**src/rtl/cmp_result_tracker.sv**
```systemverilog
// ---------------------------------------------------------------------------
// cmp_result_tracker
//
// Collects comparator results (A>B / A==B / A<B flags plus operand A) over a
// window of WINDOW accepted samples and presents one report per window:
// per-class counts, the number of samples, and the largest A seen. A window
// can be closed early with flush. The report is held until the consumer
// accepts it.
//
// Parameters
//   WINDOW        samples per report window, legal range 1..15
//
// Ports
//   clk           clock, rising-edge active
//   rst_n         asynchronous active-low reset
//   A             operand A of the current sample (4 bits)
//   A_greater     comparator flag A>B for the current sample
//   A_equal       comparator flag A==B for the current sample
//   A_less        comparator flag A<B for the current sample
//   in_valid      current sample is valid
//   in_ready      block can accept a sample (low while a report is held)
//   flush         close the current window early
//   out_gt_cnt    count of "greater" samples in the window
//   out_eq_cnt    count of "equal" samples in the window
//   out_lt_cnt    count of "less" samples in the window
//   out_n         number of samples accepted in the window
//   out_max_a     largest A accepted in the window
//   err           malformed-flag indicator (sticky until report accepted)
//   out_valid     report is valid
//   out_ready     consumer accepts the report
//
// Configuration macro
//   CMP_TRACK_ERRCHK_EN  when defined, samples whose flags are not exactly
//                        one-hot are counted in out_n/out_max_a only and set
//                        err. When undefined, flags are resolved by priority
//                        greater > less > equal (none set counts as equal)
//                        and err is tied low.
// ---------------------------------------------------------------------------
module cmp_result_tracker #(
    parameter int WINDOW = 8
) (
    input  logic       clk,
    input  logic       rst_n,
    input  logic [3:0] A,
    input  logic       A_greater,
    input  logic       A_equal,
    input  logic       A_less,
    input  logic       in_valid,
    output logic       in_ready,
    input  logic       flush,
    output logic [3:0] out_gt_cnt,
    output logic [3:0] out_eq_cnt,
    output logic [3:0] out_lt_cnt,
    output logic [3:0] out_n,
    output logic [3:0] out_max_a,
    output logic       err,
    output logic       out_valid,
    input  logic       out_ready
);

    typedef enum logic [1:0] {
        IDLE,
        ACCUM,
        REPORT
    } state_t;

    localparam logic [3:0] WIN = 4'(WINDOW);

    state_t     state_q, state_d;
    logic [3:0] gtCnt_q, gtCnt_d;
    logic [3:0] eqCnt_q, eqCnt_d;
    logic [3:0] ltCnt_q, ltCnt_d;
    logic [3:0] nCnt_q, nCnt_d;
    logic [3:0] maxA_q, maxA_d;

    logic xfer;
    logic isGt;
    logic isEq;
    logic isLt;

    assign in_ready  = (state_q != REPORT);
    assign out_valid = (state_q == REPORT);
    assign xfer      = in_valid & in_ready;

`ifdef CMP_TRACK_ERRCHK_EN
    // Only an exactly one-hot flag set is classified; anything else is
    // malformed and lands in no class.
    logic isBad;
    logic err_q, err_d;

    always_comb begin
        isGt  = 1'b0;
        isEq  = 1'b0;
        isLt  = 1'b0;
        isBad = 1'b0;
        case ({A_greater, A_equal, A_less})
            3'b100:  isGt  = 1'b1;
            3'b010:  isEq  = 1'b1;
            3'b001:  isLt  = 1'b1;
            default: isBad = 1'b1;
        endcase
    end

    // Sticky error: set by any malformed accepted sample, cleared only when
    // the report carrying it is taken by the consumer.
    always_comb begin
        err_d = err_q;
        if (state_q == REPORT && out_ready) begin
            err_d = 1'b0;
        end else if (xfer && isBad) begin
            err_d = 1'b1;
        end
    end

    always_ff @(posedge clk or negedge rst_n) begin
        if (!rst_n) begin
            err_q <= 1'b0;
        end else begin
            err_q <= err_d;
        end
    end

    assign err = err_q;
`else
    // Priority resolution: greater wins, then less; an all-zero or any
    // remaining pattern falls through to equal.
    always_comb begin
        isGt = A_greater;
        isLt = ~A_greater & A_less;
        isEq = ~A_greater & ~A_less;
    end

    assign err = 1'b0;
`endif

    // Next-state and counter update. Counters never wrap because WINDOW is
    // at most 15. A flush in ACCUM closes the window after counting any
    // sample transferred in the same cycle; flush elsewhere is ignored.
    always_comb begin
        state_d = state_q;
        gtCnt_d = gtCnt_q;
        eqCnt_d = eqCnt_q;
        ltCnt_d = ltCnt_q;
        nCnt_d  = nCnt_q;
        maxA_d  = maxA_q;
        case (state_q)
            IDLE: begin
                if (xfer) begin
                    gtCnt_d = {3'b000, isGt};
                    eqCnt_d = {3'b000, isEq};
                    ltCnt_d = {3'b000, isLt};
                    nCnt_d  = 4'd1;
                    maxA_d  = A;
                    state_d = (WIN == 4'd1) ? REPORT : ACCUM;
                end
            end
            ACCUM: begin
                if (xfer) begin
                    gtCnt_d = gtCnt_q + {3'b000, isGt};
                    eqCnt_d = eqCnt_q + {3'b000, isEq};
                    ltCnt_d = ltCnt_q + {3'b000, isLt};
                    nCnt_d  = nCnt_q + 4'd1;
                    maxA_d  = (A > maxA_q) ? A : maxA_q;
                end
                if ((xfer && (nCnt_q + 4'd1) == WIN) || flush) begin
                    state_d = REPORT;
                end
            end
            REPORT: begin
                if (out_ready) begin
                    gtCnt_d = 4'd0;
                    eqCnt_d = 4'd0;
                    ltCnt_d = 4'd0;
                    nCnt_d  = 4'd0;
                    maxA_d  = 4'd0;
                    state_d = IDLE;
                end
            end
            default: begin
                state_d = IDLE;
            end
        endcase
    end

    // State and report registers.
    always_ff @(posedge clk or negedge rst_n) begin
        if (!rst_n) begin
            state_q <= IDLE;
            gtCnt_q <= 4'd0;
            eqCnt_q <= 4'd0;
            ltCnt_q <= 4'd0;
            nCnt_q  <= 4'd0;
            maxA_q  <= 4'd0;
        end else begin
            state_q <= state_d;
            gtCnt_q <= gtCnt_d;
            eqCnt_q <= eqCnt_d;
            ltCnt_q <= ltCnt_d;
            nCnt_q  <= nCnt_d;
            maxA_q  <= maxA_d;
        end
    end

    assign out_gt_cnt = gtCnt_q;
    assign out_eq_cnt = eqCnt_q;
    assign out_lt_cnt = ltCnt_q;
    assign out_n      = nCnt_q;
    assign out_max_a  = maxA_q;

endmodule

```
**config.mk**
```make
export PLATFORM = sky130hd
export DESIGN_NAME = cmp_result_tracker
export DESIGN_NICKNAME = d
export VERILOG_FILES = /design/src/rtl/cmp_result_tracker.sv
export SDC_FILE = /design/constraint.sdc
export NUM_CORES = 1
export LEC_CHECK = 0
export ABC_AREA = 1
export CAP_MARGIN = 10
export CORE_ASPECT_RATIO = 1.2
export CORE_MARGIN = 2
export CORE_UTILIZATION = 45
export DETAILED_ROUTE_END_ITERATION = 6
export PLACE_DENSITY = 0.85
export SYNTH_ARGS = -nofsm -noshare
export SYNTH_HDL_FRONTEND = slang
export SYNTH_SLANG_ARGS = --single-unit
```
**constraint.sdc**
```tcl
create_clock -name clk -period 4.6 [get_ports clk]
set_input_delay 1.15 -clock clk [delete_from_list [all_inputs] [get_ports clk]]
set_output_delay 1.15 -clock clk [all_outputs]
set_load 0.005 [all_outputs]
```
==> impl_metrics.ini <==
[status]
status = finished, final reports clean

[timing]
final_hold_viol_count = 0
slew_headroom_pct = 33.0
finalSetupViolCount = 0
setup_tns_ns = 0
slew_viol_final = 0
period_minus_slack_ns = 2.92
fin_skew_ns = 0.00141
fin_crit_sh_pct = 63.4
rsz0062_at_grt = no
worst_pin_slew_ns = 1.00
clock.fmax_mhz = 343
timing.hold.ws_ns = 0.513
final.setup.worst_slack_ns = 1.68

[critical_path]
cp-start-kind = flop
critPathMaxFanout = 7
cp_top_family = buffers and inverters
cp_data_arrival_time_ns = 1.77
slowest_delay_ns = 0.50
critical_path_required_ns = 3.45
cp-end-kind = primary output
critPathKind = flop to primary output
worstPathCellList = inv_1, ha_1, inv_2, clkdlybuf4s50_1
crit_buf_inv = 3
crit_path_top_delay_cell = clkdlybuf4s50_1

[routing]
drcViolationCount = 0
avgRoutedWirePerCell_um = 11.2
drt_iter0_markers = 28
num_vias = 1169
wl_mm = 2.69
vias_per_cell = 4.87
firstDrtPassIters = 4
ant_nets = 0

[synthesis]
synth.ff_latch_count = 22
ys_types = 23
synth_commonest_cells = nand2_1 (48), nand3_1 (27), dfrtp_1 (22), inv_1 (17), ha_1 (16)
syn_avg_cell_area_um2 = 8.14
yosysSeqAreaShare_pct = 39.3
post-synth-top-count-cell = nand2_1
async_reset_ff_share_pct = 100
synthTopCellsByArea = dfrtp_1 (39%), ha_1 (14%), nand2_1 (13%), nand3_1 (9.7%), inv_1 (4.6%)
yosysWarningCount = 0
synthCells = 172
synth_fp_nets = 200
synth_edf_count = 0
yosys.area.top_type = dfrtp_1
synth.cell_area_um2 = 1400
synth_top_area_share_pct = 39.3
synth_ff_type = dfrtp_1

[power_and_ir_drop]
cellPowerDensity_nw_per_um2 = 518
ir_drop_v = 0.000374
power.leakage_uw = 0.000889

[floorplanning]
die_y_um = 65.1
start_util_pct = 46.2
coreArea_um2 = 3030
ios = 35
fp.dieW_um = 54.9
rows = 22
dieArea_um2 = 3580

[run]
cap_violations = 0

[finish]
stdcell_count = 240
layout-drive-gt1-share_pct = 7.35
area_growth_pct = 27.2
n_fill_cell = 292
insertedDiodeCount = 0
layout.nets = 233

[placement]
placedCellCount = 236
pre_cts_ws_ns = 1.92
place.gp.congestion = 0.739
dpl.hpwl_mm = 2.03
port_buffers = 32

[clock_network]
cts_tree = built
cts.sinks = 22
htreeDepth = 1
cts_root_buffer = clkbuf_4
cts_resized = 0
clk_path_buf_depth = 2
cts_buffers = 3
post_cts_buffers = 0
clock_latency_ns = 0.31
cts_hold_buf = 0
clk_pin_slew_ns = 0.13

[grt]
antenna_found_initial = 0
grt_usage_pct = 16.6
grt_first_pass_wirelength_mm = 4.47
gr-total-overflow = 0
grt_max_degree = 23
first_global_vias = 1091

[min_path]
min_path_type = flop to flop
## sequential cells by signal, indices dropped and copies added, names as in the netlist
| signal | count |
|---|---|
| out_eq_cnt | 4 |
| out_gt_cnt | 4 |
| out_lt_cnt | 4 |
| out_max_a | 4 |
| out_n | 4 |
| state_q | 2 |
## area by class of cell
class / instances / area [µm²] / share of cell area [%]
repair buffers: 32 / 320 / 18.0
flip-flops and latches: 22 / 551 / 30.9
multi-input cells: 124 / 726 / 40.8
clock inverters: 1 / 30.0 / 1.69
clock buffers: 3 / 22.5 / 1.26
inverters: 22 / 86.3 / 4.85
well taps: 36 / 45.0 / 2.53
## per-stage QoR
stage / power, µW / area (µm²) / utilization [%]
2_1_floorplan: 645 / 1400 / -
3_3_place_gp: 771 / 1730 / 57.1
3_5_place_dp: 785 / 1730 / 57.1
4_1_cts: 936 / 1780 / 58.8
5_1_grt: 1010 / 1780 / 58.8
6_report: 923 / 1780 / 58.8
## final timing paths
check | start | to | slack, ns | depth (start not counted)
max | state_q[0] | in_ready | 1.68 | 4
min reg2reg | out_max_a[1] | out_max_a[1] | 0.51 | 2
max reg2reg | state_q[0] | out_max_a[0] | 2.66 | 10
min in group asynchronous | rst_n | out_max_a[0] | 1.38 | 1
min | out_max_a[1] | out_max_a[1] | 0.51 | 2
max in group asynchronous | rst_n | out_lt_cnt[0] | 2.62 | 1
## layer usage
metal	global-route usage (%)	wire length [µm]	vias to the layer above	part of all wire, %
met4	6.40	20	0	0.74
li1	-	-	611	-
met3	2.27	131	2	4.9
met1	21.5	1260	531	47
met2	27.4	1270	25	47
met5	0	0	-	0
## cell families (layout without fill, tap and decap cells)
group,count (synthesis),after routing,synth area share [%]
compound gates,13,13,6.26
buf+inv,26,58,8.85
xor+xnor,6,6,3.75
fa+ha+maj,16,16,14.3
simple gates,88,88,27.3
other cells,1,1,0.268
flops,22,22,39.3
## worst register-to-register path, delay by kind of cell (launching register included)
| family | cells | cell delay, ns |
|---|---|---|
| and+or+nand+nor | 5 | 0.52 |
| AOI/OAI and AO/OA | 1 | 0.15 |
| buffers and inverters | 3 | 0.44 |
| adders and majority gates | 1 | 0.31 |
| DFF | 1 | 0.42 |
## cells in the final DEF (no fill, tap or decap), types with 2 or more instances in the layout
master	n
clkbuf_4	3
clkdlybuf4s50_1	32
dfrtp_1	22
ha_1	16
inv_1	17
inv_2	3
nand2_1	48
nand2_2	2
nand3_1	27
nor2_1	8
o21ai_1	9
xnor2_1	3
xor2_1	3
## power breakdown
part	internal [µW]	total (µW)	switching, µW
Clock	88.1	149	60.9
Combinational	204	484	280
Sequential	242	290	48.2
Power figures use the tool's default switching activity.
